## config.mk

```make
export PLATFORM = sky130hd
export DESIGN_NAME = mult4_slice_sched
export DESIGN_NICKNAME = d
export VERILOG_FILES = /design/src/rtl/mult4_slice_sched_pkg.sv /design/src/rtl/mult4_slice_acc.sv /design/src/rtl/mult4_slice_sched.sv
export SDC_FILE = /design/constraint.sdc
export NUM_CORES = 1
export LEC_CHECK = 0
export BUFFER_PORTS_ARGS = -buffer_cell sky130_fd_sc_hd__buf_2
export CAP_MARGIN = 5
export CORE_MARGIN = 2
export CORE_UTILIZATION = 57
export CTS_BUF_LIST = sky130_fd_sc_hd__clkbuf_2
export DETAILED_ROUTE_END_ITERATION = 7
export GPL_TIMING_DRIVEN = 0
export PLACE_DENSITY = 0.82
export SETUP_SLACK_MARGIN = 0.5
export SLEW_MARGIN = 20
export SYNTH_ARGS = -nofsm -noshare
export SYNTH_HDL_FRONTEND = slang
export SYNTH_SLANG_ARGS = --single-unit
export TNS_END_PERCENT = 100
```

## constraint.sdc

```tcl
create_clock -name clk -period 3.9 [get_ports clk]
set_clock_uncertainty 0.15 [all_clocks]
set_input_delay 0 -clock clk [delete_from_list [all_inputs] [get_ports clk]]
set_output_delay 0 -clock clk [all_outputs]
set_load 0.03 [all_outputs]
```

## src/rtl/mult4_slice_sched_pkg.sv

```systemverilog
// Shared state type, default widths and slice-shift helper for the
// slice-multiplier sequencer.
package mult4_slice_sched_pkg;

    localparam int DEF_DW = 4;
    localparam int DEF_SW = 2;

    typedef enum logic [1:0] {
        IDLE = 2'd0,
        RUN  = 2'd1,
        DONE = 2'd2
    } state_t;

    // Bit position of the partial product for slice pair (i, j).
    function automatic int slice_shift(input int i, input int j, input int sw);
        return (i + j) * sw;
    endfunction

endpackage

```

## src/rtl/mult4_slice_acc.sv

```systemverilog
// Shift-add accumulator: adds one zero-extended core product, shifted into
// place, per enabled cycle.
module mult4_slice_acc
    import mult4_slice_sched_pkg::*;
#(
    parameter int DW = DEF_DW,
    parameter int SW = DEF_SW
) (
    input  logic            clk,
    input  logic            rst_n,
    input  logic            clear,
    input  logic            add_en,
    input  logic [2*SW-1:0] core_p,
    input  logic [2*DW-1:0] shamt,
    output logic [2*DW-1:0] sum
);

    logic [2*DW-1:0] acc_q;
    logic [2*DW-1:0] term;

    assign term = (2*DW)'(core_p) << shamt;
    assign sum  = acc_q + term;

    always_ff @(posedge clk) begin
        if (!rst_n) begin
            acc_q <= '0;
        end else if (clear) begin
            acc_q <= '0;
        end else if (add_en) begin
            acc_q <= sum;
        end
    end

endmodule

```

## src/rtl/mult4_slice_sched.sv

```systemverilog
// Sequences a DW x DW unsigned multiply through one external SW x SW core,
// one partial product per cycle, with valid/ready on both sides.
module mult4_slice_sched
    import mult4_slice_sched_pkg::*;
#(
    parameter int DW = DEF_DW,
    parameter int SW = DEF_SW
) (
    input  logic            clk,
    input  logic            rst_n,
    input  logic            in_valid,
    output logic            in_ready,
    input  logic [DW-1:0]   A,
    input  logic [DW-1:0]   B,
    output logic [SW-1:0]   core_A,
    output logic [SW-1:0]   core_B,
    input  logic [2*SW-1:0] core_P,
    output logic            out_valid,
    input  logic            out_ready,
    output logic [2*DW-1:0] P,
    output logic            busy
);

    localparam int NS = DW / SW;
    localparam int IW = (NS > 1) ? $clog2(NS) : 1;

    state_t          state_q, state_d;
    logic [DW-1:0]   a_q, b_q;
    logic [IW-1:0]   i_q, j_q;
    logic [2*DW-1:0] p_q;
    logic [2*DW-1:0] shamt;
    logic [2*DW-1:0] sum;
    logic            acc_clear, acc_add;
    logic            last_slice;

    assign last_slice = (i_q == IW'(NS - 1)) && (j_q == IW'(NS - 1));
    assign shamt      = (2*DW)'(slice_shift(int'(i_q), int'(j_q), SW));

    // Slices are only presented while running so the core sees zeros otherwise.
    assign core_A = (state_q == RUN) ? a_q[i_q*SW +: SW] : '0;
    assign core_B = (state_q == RUN) ? b_q[j_q*SW +: SW] : '0;
    assign P      = p_q;

    always_ff @(posedge clk) begin
        if (!rst_n) begin
            state_q <= IDLE;
        end else begin
            state_q <= state_d;
        end
    end

    always_comb begin
        state_d   = state_q;
        in_ready  = 1'b0;
        out_valid = 1'b0;
        busy      = 1'b0;
        acc_clear = 1'b0;
        acc_add   = 1'b0;
        case (state_q)
            IDLE: begin
                in_ready = 1'b1;
                if (in_valid) begin
                    state_d   = RUN;
                    acc_clear = 1'b1;
                end
            end
            RUN: begin
                busy    = 1'b1;
                acc_add = 1'b1;
                if (last_slice) begin
                    state_d = DONE;
                end
            end
            DONE: begin
                busy      = 1'b1;
                out_valid = 1'b1;
                if (out_ready) begin
                    state_d = IDLE;
                end
            end
            default: state_d = IDLE;
        endcase
    end

    // j is the inner index; the final slice pair also latches the result.
    always_ff @(posedge clk) begin
        if (!rst_n) begin
            a_q <= '0;
            b_q <= '0;
            i_q <= '0;
            j_q <= '0;
            p_q <= '0;
        end else if (state_q == IDLE && in_valid) begin
            a_q <= A;
            b_q <= B;
            i_q <= '0;
            j_q <= '0;
        end else if (state_q == RUN) begin
            if (j_q == IW'(NS - 1)) begin
                j_q <= '0;
                i_q <= i_q + 1'b1;
            end else begin
                j_q <= j_q + 1'b1;
            end
            if (last_slice) begin
                p_q <= sum;
            end
        end
    end

    mult4_slice_acc #(
        .DW(DW),
        .SW(SW)
    ) u_acc (
        .clk    (clk),
        .rst_n  (rst_n),
        .clear  (acc_clear),
        .add_en (acc_add),
        .core_p (core_P),
        .shamt  (shamt),
        .sum    (sum)
    );

endmodule
```

Yosys cells after proc, flatten, opt, wreduce, memory -nomap -nowiden
Cells that the tools add are included.

Flip-flop bits (word level): 28. Output and inout bits: 15. Bits of input ports: 16. Logic and storage cells: 43.

Equal/unequal tests: 5. Shifts and indexed selects: 3. Reduce and logical (&&, ||, !) cells: 9. Add/subtract/negate cells: 4. Bitwise logic cells: 2. Muxes and demuxes: 13.

Operator list (count): $mux W2 (5); $add A8 B8 Y8 (1); $shiftx A4 B3 Y2 (2); $shl A4 B3 Y8 (1); $mux W1 (7); $ne A2 B2 Y1 const B (3); $pmux W2 S3 (1); $reduce_and A3 Y1 (2); $reduce_or A2 Y1 (3); $add A1 B1 Y1 const B (2); $add A1 B1 Y2 (1); $eq A2 B1 Y1 const B (1); $eq A2 B2 Y1 const B (1); $logic_and A1 B1 Y1 (2); $logic_not A2 Y1 (1); $not A1 Y1 (2); $reduce_and A2 Y1 (1).

Longest topological paths before layout
Gate-level depths: netlist of run 1.

Depth in word-level cells: 4. Depth in mapped cells: 11. Gate-level depth less buffers: 11.

Cells and area by module
From an unflattened synthesis of run 1, not the netlist that was laid out.

Cell total of the unflattened synthesis: 229. Area, all modules: 1851.8 µm².

Modules (own cells, without submodules): mult4_slice_acc (instances 1, cells an instance 121, seq. area each 160.2 µm², area each 934.6 µm²); mult4_slice_sched (instances 1, cells an instance 108, seq. area each 400.4 µm², area each 917.1 µm²).

Worst setup path after synthesis of run 1
No wires, ideal clock.

Kind: reg-to-reg. From: reg j_q. To: reg p_q[7], in the netlist P[7]. Stages on the path, launching flop included: 10. Arrival: 2.450 ns. Path buffers: 0. Path slack: 1.185 ns. Required time: 3.635 ns. Cells stage by stage: dfxtp_1 > ha_1 > mux2_2 > and2_2 > ha_1 > o21ai_0 > o211ai_1 > nand2_1 > xor3_1 > o21ba_2.

Cells in the longest elaborated chain, start to end: 3. Elaborated cells between the ends (all ways): 5. Those cells by class: add/sub (2); shift (1); reduce/logical (2).

Ends and longest elaborated chain: start: declaration (line mult4_slice_sched.sv:29) `logic [IW-1:0] i_q, j_q;`; start signal: assignment (line mult4_slice_sched.sv:103) `j_q <= j_q + 1'b1;`; $add A1 B1 Y2 (line mult4_slice_sched_pkg.sv:16) `return (i + j) * sw;`; $shl A4 B3 Y8 (line mult4_slice_acc.sv:21) `assign term = (2*DW)'(core_p) << shamt;`; $add A8 B8 Y8 (line mult4_slice_acc.sv:22) `assign sum = acc_q + term;`; end signal: assignment (line mult4_slice_sched.sv:106) `p_q <= sum;`; end: declaration (line mult4_slice_sched.sv:30) `logic [2*DW-1:0] p_q;`.

Parallel ways exist; a longest one is shown, timed or not. A chain may end at the register's enable or synchronous reset.

Worst setup path after layout of run 1
Same ends and word-level chain as after synthesis.

==> flow_summary.toml, run 1 <==
[yosys]
post_synth_num_cell_types = 43
post_synth_inst_count = 195
post_synthesis_sequential_element_count = 28
asyncSetResetFlopFracSynth_pct = 0
post_synth_instance_area_mm2 = 0.00163
ys.flop_type = "sky130_fd_sc_hd__dfxtp_1"
synth_area_leaders = "sky130_fd_sc_hd__dfxtp_1 34%, sky130_fd_sc_hd__ha_1 9.2%, sky130_fd_sc_hd__mux2i_1 6.7%"
yosysWarningCount = 0
commonest_cells_post_synth = "28 x sky130_fd_sc_hd__dfxtp_1, 28 x sky130_fd_sc_hd__nand2_1, 16 x sky130_fd_sc_hd__a21oi_1"
yosysSeqAreaShare_pct = 34.3
library_cell_occupying_the_most_area_in_the_post_synthesis_netlist = "sky130_fd_sc_hd__dfxtp_1"
net_count_of_the_mapped_netlist = 224
post_syn_area_per_cell_um2 = 8.38
synth_enable_flop_cells = 0
netlist.area_leader.share_pct = 34.3

[sta]
setup_tns_final_ns = 0
final_period_minus_worst_setup_slack_ns = 2.98
rsz_0062_raised_after_global_routing = "no"
worstMarginPinSlew_ns = 0.599
fmax_mhz = 335
hold_viol_final = 0
final.period_utilization_pct = 76.5
final-setup-viol-count = 0
timing_max_transition_violations_final = 0
final.hold.worst_slack_ns = 0.00763
relSlewSlack_pct = 60.1

[placed_design]
place.detailed.hpwl_mm = 2.69
portBuffers = 30
dp_cells = 256
globalplace.congestion = 0.904

[setup_path]
crit_arrival_ns = 3.15
path_max_fanout = 8
cp_num_cells = 9
critPathSlowestCell = "sky130_fd_sc_hd__dfxtp_1"
worst-path-buf-inv = 0
endpoint_kind = "register"
worst_r2r_startpoint = "j_q"
regToRegSetupSlack_ns = 0.92
timing.rr.end = "P[7]"
ff_to_ff_path_depth = 9
critical-path-top-delay-family = "adder cells"
critical-path-max-stage-delay_ns = 0.54
category_of_the_most_critical_setup_path = "reg -> reg"
path_cells = "ha_1, and2b_2, a22o_1, ha_1, nand2_1, o21ai_0, nand2_1, xor3_1, o21ba_2"
worst-endpoint-required_ns = 4.07
timing.critical_path.from_type = "register"

[drt]
detail_route.iter0.violations = 72
routed_wl_mm = 4.43
wirelength_met1_mm = 1.89
routed_length_per_instance_um = 15.5
top_signal_layer_used = "met4"
drt_pre_antenna_iters = 4
detail-route-antenna-nets = 0
post_drt_via_cell_ratio = 5.77
post-route-drc-count = 0
met2_length_mm = 2.15
dr_total_vias = 1650
route.met3.wl_um = 248

[power_and_ir_drop]
power.leakage_uw = 0.000943
cellPowerDensity_mw_per_mm2 = 505
finalPower_uw = 1070
vdd_drop_max_v = 0.000404

[final_layout]
proportion_of_layout_cells_with_a_drive_suffix_above_1_pct = 17.6
multi_input_area_mm2 = 0.00101
nets = 285
seqCellArea_um2 = 561
layout.filler_cells = 176
diodes = 0
count_of_placed_standard_cells_in_the_final_layout_fillers_left_out = 286
flow.area_growth_from_synthesis_pct = 30.2

[die]
start_util_pct = 59.8
die_h_um = 57.5
floorplan.die_area_mm2 = 0.00331
row_count = 19
ios = 31
core_region_area_mm2 = 0.00273
floorplan.die.width_um = 57.5

[min_path]
min_to = "u_acc.acc_q[1]"
hold_path_depth = 4
holdCritStartpoint = "core_P[1]"
min-delay-path-class = "in -> reg"

[clocking]
cts-root-to-sink-buffers = 2
worst_setup_hold_path_clk_slew_ns = 0.28
clock-sinks = 28
cts-buffers-inserted = 3
count_of_h_tree_levels_built_during_cts = 1
clock_insertion_delay_worst_skew_ns = 0.37
tritoncts = "built"
clock-root-buffer = "sky130_fd_sc_hd__clkbuf_2"

[global_route]
grt_antenna_before_repair = 0
grt_pass1_wl_mm = 7.48
grt_max_degree = 17
grt-ovfl-total = 0
globalRouteTotalUtil_pct = 29.3
first_global_vias = 1606

[outcome]
outcome = "complete, no violations"

[flow_run]
maxCapViolations = 0
[cells by family after synthesis]
kind of cell / Yosys count / share of synthesized area [%]
simple gates: 80 / 23.7
compound gates: 39 / 15.7
flops: 28 / 34.3
buf+inv: 17 / 4.13
mux: 13 / 8.12
fa+ha+maj: 13 / 10.4
xor+xnor: 5 / 3.60
[layer usage]
metal  track usage (%)  vias up
met2              49.4       66
met3              4.08       16
met1              37.5      764
met5                 0        -
met4              12.3        0
li1                  -      804
[timing repair]
action / 4_1_cts / 5_1_grt
setup buffers: 0 / 0
hold buffers: 26 / 0
hold endpoints to repair: 22 / 0
resized for setup: 0 / 0
[state kept, by name, summed over array words and instances, names as in the netlist]
signal       flops
i_q              1
u_acc.acc_q      8
a_q              4
P                8
b_q              4
j_q              1
state_q          2
[stage by stage]
| stage | area [um2] | setup WS, ns | utilization (%) |
|---|---|---|---|
| finish | 2130 | 0.918 | 77.8 |
| floorplan | 1630 | 1.18 | - |
| global placement | 1820 | 0.980 | 66.7 |
| global route | 2130 | 0.767 | 77.8 |
| CTS | 2130 | 0.951 | 77.8 |
| detailed placement | 1820 | 0.971 | 66.7 |
[worst max-delay path by stage]
| stage | startpoint | to |
|---|---|---|
| 6_report | j_q | P[7] |
| 2_1_floorplan | j_q | P[7] |
| 5_1_grt | j_q | P[5] |
| 3_5_place_dp | j_q | P[7] |
| 4_1_cts | i_q | P[7] |
| 3_3_place_gp | j_q | P[7] |
[layout make-up]
| type | count | share of cell area [%] |
|---|---|---|
| plain buffers | 7 | 1.41 |
| clock buffers | 3 | 0.705 |
| clock inverters | 1 | 1.41 |
| inverters | 10 | 1.76 |
| multi-input cells | 150 | 47.3 |
| flip-flops and latches | 28 | 26.3 |
| well taps | 31 | 1.82 |
| repair buffers | 56 | 19.3 |
[worst register-to-register path, stage by stage (launching register included)]
cell and delay (ns):
sky130_fd_sc_hd__dfxtp_1 0.54, sky130_fd_sc_hd__ha_1 0.40, sky130_fd_sc_hd__and2b_2 0.27, sky130_fd_sc_hd__a22o_1 0.25, sky130_fd_sc_hd__ha_1 0.42, sky130_fd_sc_hd__nand2_1 0.08, sky130_fd_sc_hd__o21ai_0 0.15, sky130_fd_sc_hd__nand2_1 0.12
sky130_fd_sc_hd__xor3_1 0.36, sky130_fd_sc_hd__o21ba_2 0.20
[power breakdown]
group	internal [uW]	switching, uW	leakage (uW)
sequential	324	31.2	0.000228
combinational	226	313	0.000689
clock	88.1	91.9	0.0000266
total	638	436	0.000943
[cell usage in the layout (no fill, tap or decap), types with 7 or more instances in the layout]
cell / instances
sky130_fd_sc_hd__dfxtp_1: 28
sky130_fd_sc_hd__ha_1: 12
sky130_fd_sc_hd__mux2i_1: 11
sky130_fd_sc_hd__nand3_1: 12
sky130_fd_sc_hd__dlygate4sd3_1: 26
sky130_fd_sc_hd__a21oi_1: 16
sky130_fd_sc_hd__buf_2: 33
sky130_fd_sc_hd__nor2_1: 15
sky130_fd_sc_hd__nor2b_1: 7
sky130_fd_sc_hd__inv_1: 8
sky130_fd_sc_hd__nand2_1: 28
Note: power is estimated with default switching activity, not from simulation.
==> run 2, diff against run 1 <==
--- a/config.mk
+++ b/config.mk
@@ -8,11 +8,11 @@
 export BUFFER_PORTS_ARGS = -buffer_cell sky130_fd_sc_hd__buf_2
 export CAP_MARGIN = 5
 export CORE_MARGIN = 2
-export CORE_UTILIZATION = 57
+export CORE_UTILIZATION = 51
 export CTS_BUF_LIST = sky130_fd_sc_hd__clkbuf_2
 export DETAILED_ROUTE_END_ITERATION = 7
 export GPL_TIMING_DRIVEN = 0
-export PLACE_DENSITY = 0.82
+export PLACE_DENSITY = 0.77
 export SETUP_SLACK_MARGIN = 0.5
 export SLEW_MARGIN = 20
 export SYNTH_ARGS = -nofsm -noshare
==> constraint.sdc (replaced) <==
create_clock -name clk -period 2.6 [get_ports clk]
set_clock_uncertainty 0.15 [all_clocks]
set_input_delay 0 -clock clk [delete_from_list [all_inputs] [get_ports clk]]
set_output_delay 0 -clock clk [all_outputs]
set_load 0.03 [all_outputs]
==> run 2 against run 1 <==
The run now ends with setup timing left. Die area is 11% higher. Total power is 58% higher. Cell count up 4.9%. Via count up 4.6%. Highest routed layer unchanged. Worst hold slack better by 0.014 ns. Wire length rose by 9.5%. Final area is 8.4% higher. Worst setup slack worse by 1.0 ns. Clock-buffer cell count is the same. Register-to-register slack worse by 1.0 ns. Clock power decreased by 7%. Critical path type unchanged. First-iteration DRC count rose by 51%.
==> flow_summary.toml, run 2 (synthesis results as in run 1) <==
[outcome]
outcome = "finished, violations left"
violations_in_the_final_reports = "setup timing"

[die]
ios = 31
start_util_pct = 53.5
core_region_area_mm2 = 0.00305
floorplan.die.width_um = 60.6
floorplan.die_area_mm2 = 0.00367
die_h_um = 60.6
row_count = 20

[clocking]
worst_setup_hold_path_clk_slew_ns = 0.26
clock-root-buffer = "sky130_fd_sc_hd__clkbuf_2"
clock_insertion_delay_worst_skew_ns = 0.38
cts-buffers-inserted = 3
count_of_h_tree_levels_built_during_cts = 1
cts-root-to-sink-buffers = 2
clock-sinks = 28
tritoncts = "built"

[setup_path]
path_max_fanout = 5
critPathSlowestCell = "sky130_fd_sc_hd__dfxtp_4"
crit_arrival_ns = 2.90
endpoint_kind = "register"
critical-path-max-stage-delay_ns = 0.42
timing.critical_path.from_type = "register"
worst-endpoint-required_ns = 2.79
category_of_the_most_critical_setup_path = "reg -> reg"
most_numerous_cell_on_the_critical_path = "sky130_fd_sc_hd__o21a_1"
path_cells = "ha_4, mux2i_1, nor2_1, ha_1, nor2b_4, o21a_1, o21a_1, or3_4, a21oi_2"

[final_layout]
flow.area_growth_from_synthesis_pct = 41.2
layout.filler_cells = 232
mostFrequentLayoutCells = "30 x sky130_fd_sc_hd__buf_2, 27 x sky130_fd_sc_hd__nand2_1, 26 x sky130_fd_sc_hd__dfxtp_1"
nets = 286
proportion_of_layout_cells_with_a_drive_suffix_above_1_pct = 30.1
layout.cell_area.non_filler_mm2 = 0.00231
diodes = 0
commonest_non_fill_non_tap_cell_in_the_layout = "sky130_fd_sc_hd__buf_2"

[placed_design]
place.detailed.hpwl_mm = 2.78
dp_slack_ns = -0.0373
portBuffers = 30
globalplace.congestion = 0.816
dpl-instance-area_mm2 = 0.00191

[global_route]
first_global_vias = 1610
globalRouteTotalUtil_pct = 26.6
grt_pass1_wl_mm = 7.35
grt-ovfl-total = 0
grt_antenna_before_repair = 0
grt_max_degree = 16

[drt]
routed_length_per_instance_um = 16.2
routed_wl_mm = 4.85
detail_route.iter0.violations = 109
dr_total_vias = 1726
post_drt_via_cell_ratio = 5.75
drt_pre_antenna_iters = 6
post-route-drc-count = 0
detail-route-antenna-nets = 0

[sta]
rsz_0062_raised_after_global_routing = "yes"
final.hold.worst_slack_ns = 0.0213
final-setup-viol-count = 4
timing_max_transition_violations_final = 0
final_period_minus_worst_setup_slack_ns = 2.70
relSlewSlack_pct = 59.8
worstMarginPinSlew_ns = 0.604
fmax_mhz = 370
setup_ws_ns = -0.105
final.period_utilization_pct = 104
hold_viol_final = 0

[power_and_ir_drop]
finalPower_uw = 1700
cellPowerDensity_mw_per_mm2 = 735
vdd_drop_max_v = 0.000659
power.leakage_uw = 0.000969

[min_path]
min-delay-path-class = "in -> reg"

[flow_run]
maxCapViolations = 0
## run 2: cell types whose count changed in the layout (fill, tap and decap cells not counted), moves of 3 or more
cell                            delta
sky130_fd_sc_hd__buf_2             -3
sky130_fd_sc_hd__buf_4             +8
sky130_fd_sc_hd__a21oi_1           -3
sky130_fd_sc_hd__buf_6             +3
sky130_fd_sc_hd__ha_4              +7
sky130_fd_sc_hd__dlygate4sd3_1     -8
sky130_fd_sc_hd__ha_1              -7
sky130_fd_sc_hd__a21oi_2           +3
## run 2: through the flow
step / instances / setup TNS (ns) / utilization (%)
6_report: 300 / -0.191 / 75.6
5_1_grt: 300 / -0.463 / 75.6
4_1_cts: 296 / -0.00214 / 71.0
3_5_place_dp: 269 / -0.0373 / 62.7
3_3_place_gp: 269 / 0 / 62.7
2_1_floorplan: 195 / 0 / -
## run 2: area by class of cell
type	instances	area, um2	area share (%)
repair buffers	57	408	17.7
inverters	10	37.5	1.63
flip-flops and latches	28	568	24.6
clock buffers	3	15.0	0.651
clock inverters	1	3.75	0.163
plain buffers	7	42.5	1.84
multi-input cells	150	1180	51.0
well taps	44	55.1	2.39
## run 2: critical path: cells and delay by family, from the launching register on
kind / cells / cell delay, ns
compound gates: 3 / 0.59
simple gates: 3 / 0.61
mux: 1 / 0.23
fa+ha+maj: 2 / 0.66
flops: 1 / 0.42
## run 2: what timing repair did
| action | 4_1_cts | 5_1_grt |
|---|---|---|
| setup endpoints to repair | 15 | 26 |
| pin swaps | 7 | 11 |
| hold buffers | 18 | 0 |
| gates resized for setup | 5 | 26 |
| hold endpoints to repair | 22 | 0 |
| buffers inserted | 5 | 4 |
## run 2: layer usage
layer	vias up	global-route usage, %	wire length, um
li1	805	-	-
met1	840	35.8	2070
met2	66	43.9	2400
met3	15	2.77	246
met4	0	10.2	136
met5	-	0	0
## run 2: worst paths after layout
check / from / end / slack [ns] / cells past startpoint
max: i_q / P[4] / -0.10 / 9
min: core_P[0] / u_acc.acc_q[0] / 0.02 / 5
max reg2reg: i_q / P[4] / -0.10 / 9
min reg2reg: P[2] / P[2] / 0.32 / 2
## run 2: where the power goes
part / internal [uW] / total, uW / switching (uW)
clock: 33.4 / 167 / 133
combinational: 458 / 992 / 534
sequential: 488 / 537 / 48.8
==> run 3, diff against run 2 <==
--- a/config.mk
+++ b/config.mk
@@ -14,6 +14,7 @@
 export GPL_TIMING_DRIVEN = 0
 export PLACE_DENSITY = 0.77
 export SETUP_SLACK_MARGIN = 0.5
+export SKIP_CTS_REPAIR_TIMING = 1
 export SLEW_MARGIN = 20
 export SYNTH_ARGS = -nofsm -noshare
 export SYNTH_HDL_FRONTEND = slang
==> constraint.sdc (replaced) <==
create_clock -name clk -period 2.6 [get_ports clk]
set_clock_uncertainty 0.15 [all_clocks]
set_input_delay 0.26 -clock clk [delete_from_list [all_inputs] [get_ports clk]]
set_output_delay 0.26 -clock clk [all_outputs]
set_load 0.03 [all_outputs]
==> run 3 against run 2 <==
The flow still finishes with violations (setup timing). Die area is the same. Via count down 6.3%. Core utilization down 2.3 points. Register-to-register slack about the same. Sequential power is 0.7% higher. Worst hold slack better by 0.034 ns. Flip-flop and latch count is the same. Wire length shrank 11%. Clock-buffer cell count unchanged. Cell count is 2.7% lower. Combinational power fell by 5.2%. Maximum frequency fell by 0.18%. Largest cell class unchanged. Highest routed layer unchanged.
==> flow_summary.toml, run 3 (synthesis results as in run 1) <==
[power_and_ir_drop]
power.net_switching_uw = 690
power_switching_share_pct = 41.8
seq_power_share_pct = 32.8
internal-power_uw = 959
p_clk_share_pct = 10.2
power.leakage_uw = 0.000936
cellPowerDensity_mw_per_mm2 = 738
power_frac_comb_pct = 57.0
vdd_drop_max_v = 0.000628
finalPower_uw = 1650

[setup_path]
path_max_fanout = 5
crit_arrival_ns = 2.89
timing.critical_path.from_type = "register"
category_of_the_most_critical_setup_path = "reg -> reg"
endpoint_kind = "register"
worst-endpoint-required_ns = 2.78

[global_route]
grt-ovfl-total = 0
grt_pass1_wl_mm = 6.33
grt_max_degree = 16
grt_antenna_before_repair = 0
globalRouteTotalUtil_pct = 22.6
first_global_vias = 1397

[clocking]
cts-buffers-inserted = 3
count_of_h_tree_levels_built_during_cts = 1
worst_setup_hold_path_clk_slew_ns = 0.25
clock-root-buffer = "sky130_fd_sc_hd__clkbuf_2"
clock_insertion_delay_worst_skew_ns = 0.39
cts-root-to-sink-buffers = 2
tritoncts = "built"
clock-sinks = 28

[final_layout]
count_of_placed_standard_cells_in_the_final_layout_fillers_left_out = 292
layout.cell_area.non_filler_mm2 = 0.00224
layout.filler_cells = 233
flow.area_growth_from_synthesis_pct = 36.8
commonest_non_fill_non_tap_cell_in_the_layout = "sky130_fd_sc_hd__buf_2"
nets = 278
mostFrequentLayoutCells = "28 x sky130_fd_sc_hd__buf_2, 27 x sky130_fd_sc_hd__nand2_1, 24 x sky130_fd_sc_hd__dfxtp_1"
diodes = 0
proportion_of_layout_cells_with_a_drive_suffix_above_1_pct = 35.1

[sta]
timing_max_transition_violations_final = 0
worstMarginPinSlew_ns = 0.614
final_period_minus_worst_setup_slack_ns = 2.71
rsz_0062_raised_after_global_routing = "yes"
final-setup-viol-count = 4
final.period_utilization_pct = 104
hold_viol_final = 0
setup_ws_ns = -0.110
setup_tns_final_ns = -0.166
fmax_mhz = 369
relSlewSlack_pct = 59.1

[placed_design]
dp_slack_ns = -0.0373
place.detailed.hpwl_mm = 2.78
globalplace.congestion = 0.816
portBuffers = 30
dp_cells = 269
dpl-instance-area_mm2 = 0.00191

[flow_run]
maxCapViolations = 0

[die]
die_h_um = 60.6
floorplan.die_area_mm2 = 0.00367
row_count = 20
core_region_area_mm2 = 0.00305
start_util_pct = 53.5
ios = 31
floorplan.die.width_um = 60.6

[outcome]
violations_in_the_final_reports = "setup timing"
outcome = "finished, violations left"

[drt]
dr_total_vias = 1617
detail-route-antenna-nets = 0
routed_wl_mm = 4.31
detail_route.iter0.violations = 68
post_drt_via_cell_ratio = 5.54
routed_length_per_instance_um = 14.8
post-route-drc-count = 0
drt_pre_antenna_iters = 4

[min_path]
min-delay-path-class = "in -> reg"
-- run 3: final timing paths --
path / from / end / slack, ns / cells after the start
setup / recovery: i_q / P[4] / -0.11 / 9
hold / removal: rst_n / P[6] / 0.05 / 3
setup reg to reg: i_q / P[4] / -0.11 / 9
hold reg to reg: P[2] / P[2] / 0.32 / 2
-- run 3: area by class of cell --
| class | count | area (um2) | area share, % |
|---|---|---|---|
| Buffer | 7 | 47.5 | 2.13 |
| Clock buffer | 3 | 15.0 | 0.672 |
| Clock inverter | 1 | 3.75 | 0.168 |
| Inverter | 10 | 37.5 | 1.68 |
| Multi-Input combinational cell | 150 | 1190 | 53.1 |
| Sequential cell | 28 | 571 | 25.5 |
| Tap cell | 44 | 55.1 | 2.46 |
| Timing Repair Buffer | 49 | 320 | 14.3 |
-- run 3: power groups by stage --
| stage | logic [uW] | registers (uW) | clock network [uW] |
|---|---|---|---|
| 6_report | 940 | 541 | 168 |
| 5_1_grt | 1020 | 548 | 179 |
| 3_3_place_gp | 722 | 544 | 0 |
| 2_1_floorplan | 588 | 535 | 0 |
| 3_5_place_dp | 728 | 547 | 0 |
| 4_1_cts | 731 | 538 | 168 |
-- run 3: metrics by stage --
stage	utilization, %	hold slack (ns)
floorplan	-	0.257
finish	73.2	0.0548
global route	73.2	0.0647
global placement	62.7	0.293
detailed placement	62.7	0.297
CTS	63.3	-0.0393
-- run 3: per-layer routing --
layer / track usage [%] / wire (um) / vias to the layer above / share of wire (%)
met5: 0 / 0 / - / 0
met4: 4.66 / 41 / 0 / 0.95
met3: 3.20 / 139 / 5 / 3.2
met2: 37.0 / 2060 / 39 / 48
met1: 31.8 / 2070 / 780 / 48
li1: - / - / 793 / -
-- run 3: worst max-delay path, cell delays in order (launching register included) --
cell,delay (ns)
sky130_fd_sc_hd__dfxtp_4,0.43
sky130_fd_sc_hd__ha_4,0.32
sky130_fd_sc_hd__mux2i_1,0.26
sky130_fd_sc_hd__nor2_1,0.09
sky130_fd_sc_hd__ha_1,0.34
sky130_fd_sc_hd__nor2b_4,0.14
sky130_fd_sc_hd__o21a_1,0.20
sky130_fd_sc_hd__o21a_1,0.23
sky130_fd_sc_hd__or3_4,0.37
sky130_fd_sc_hd__a21oi_2,0.14
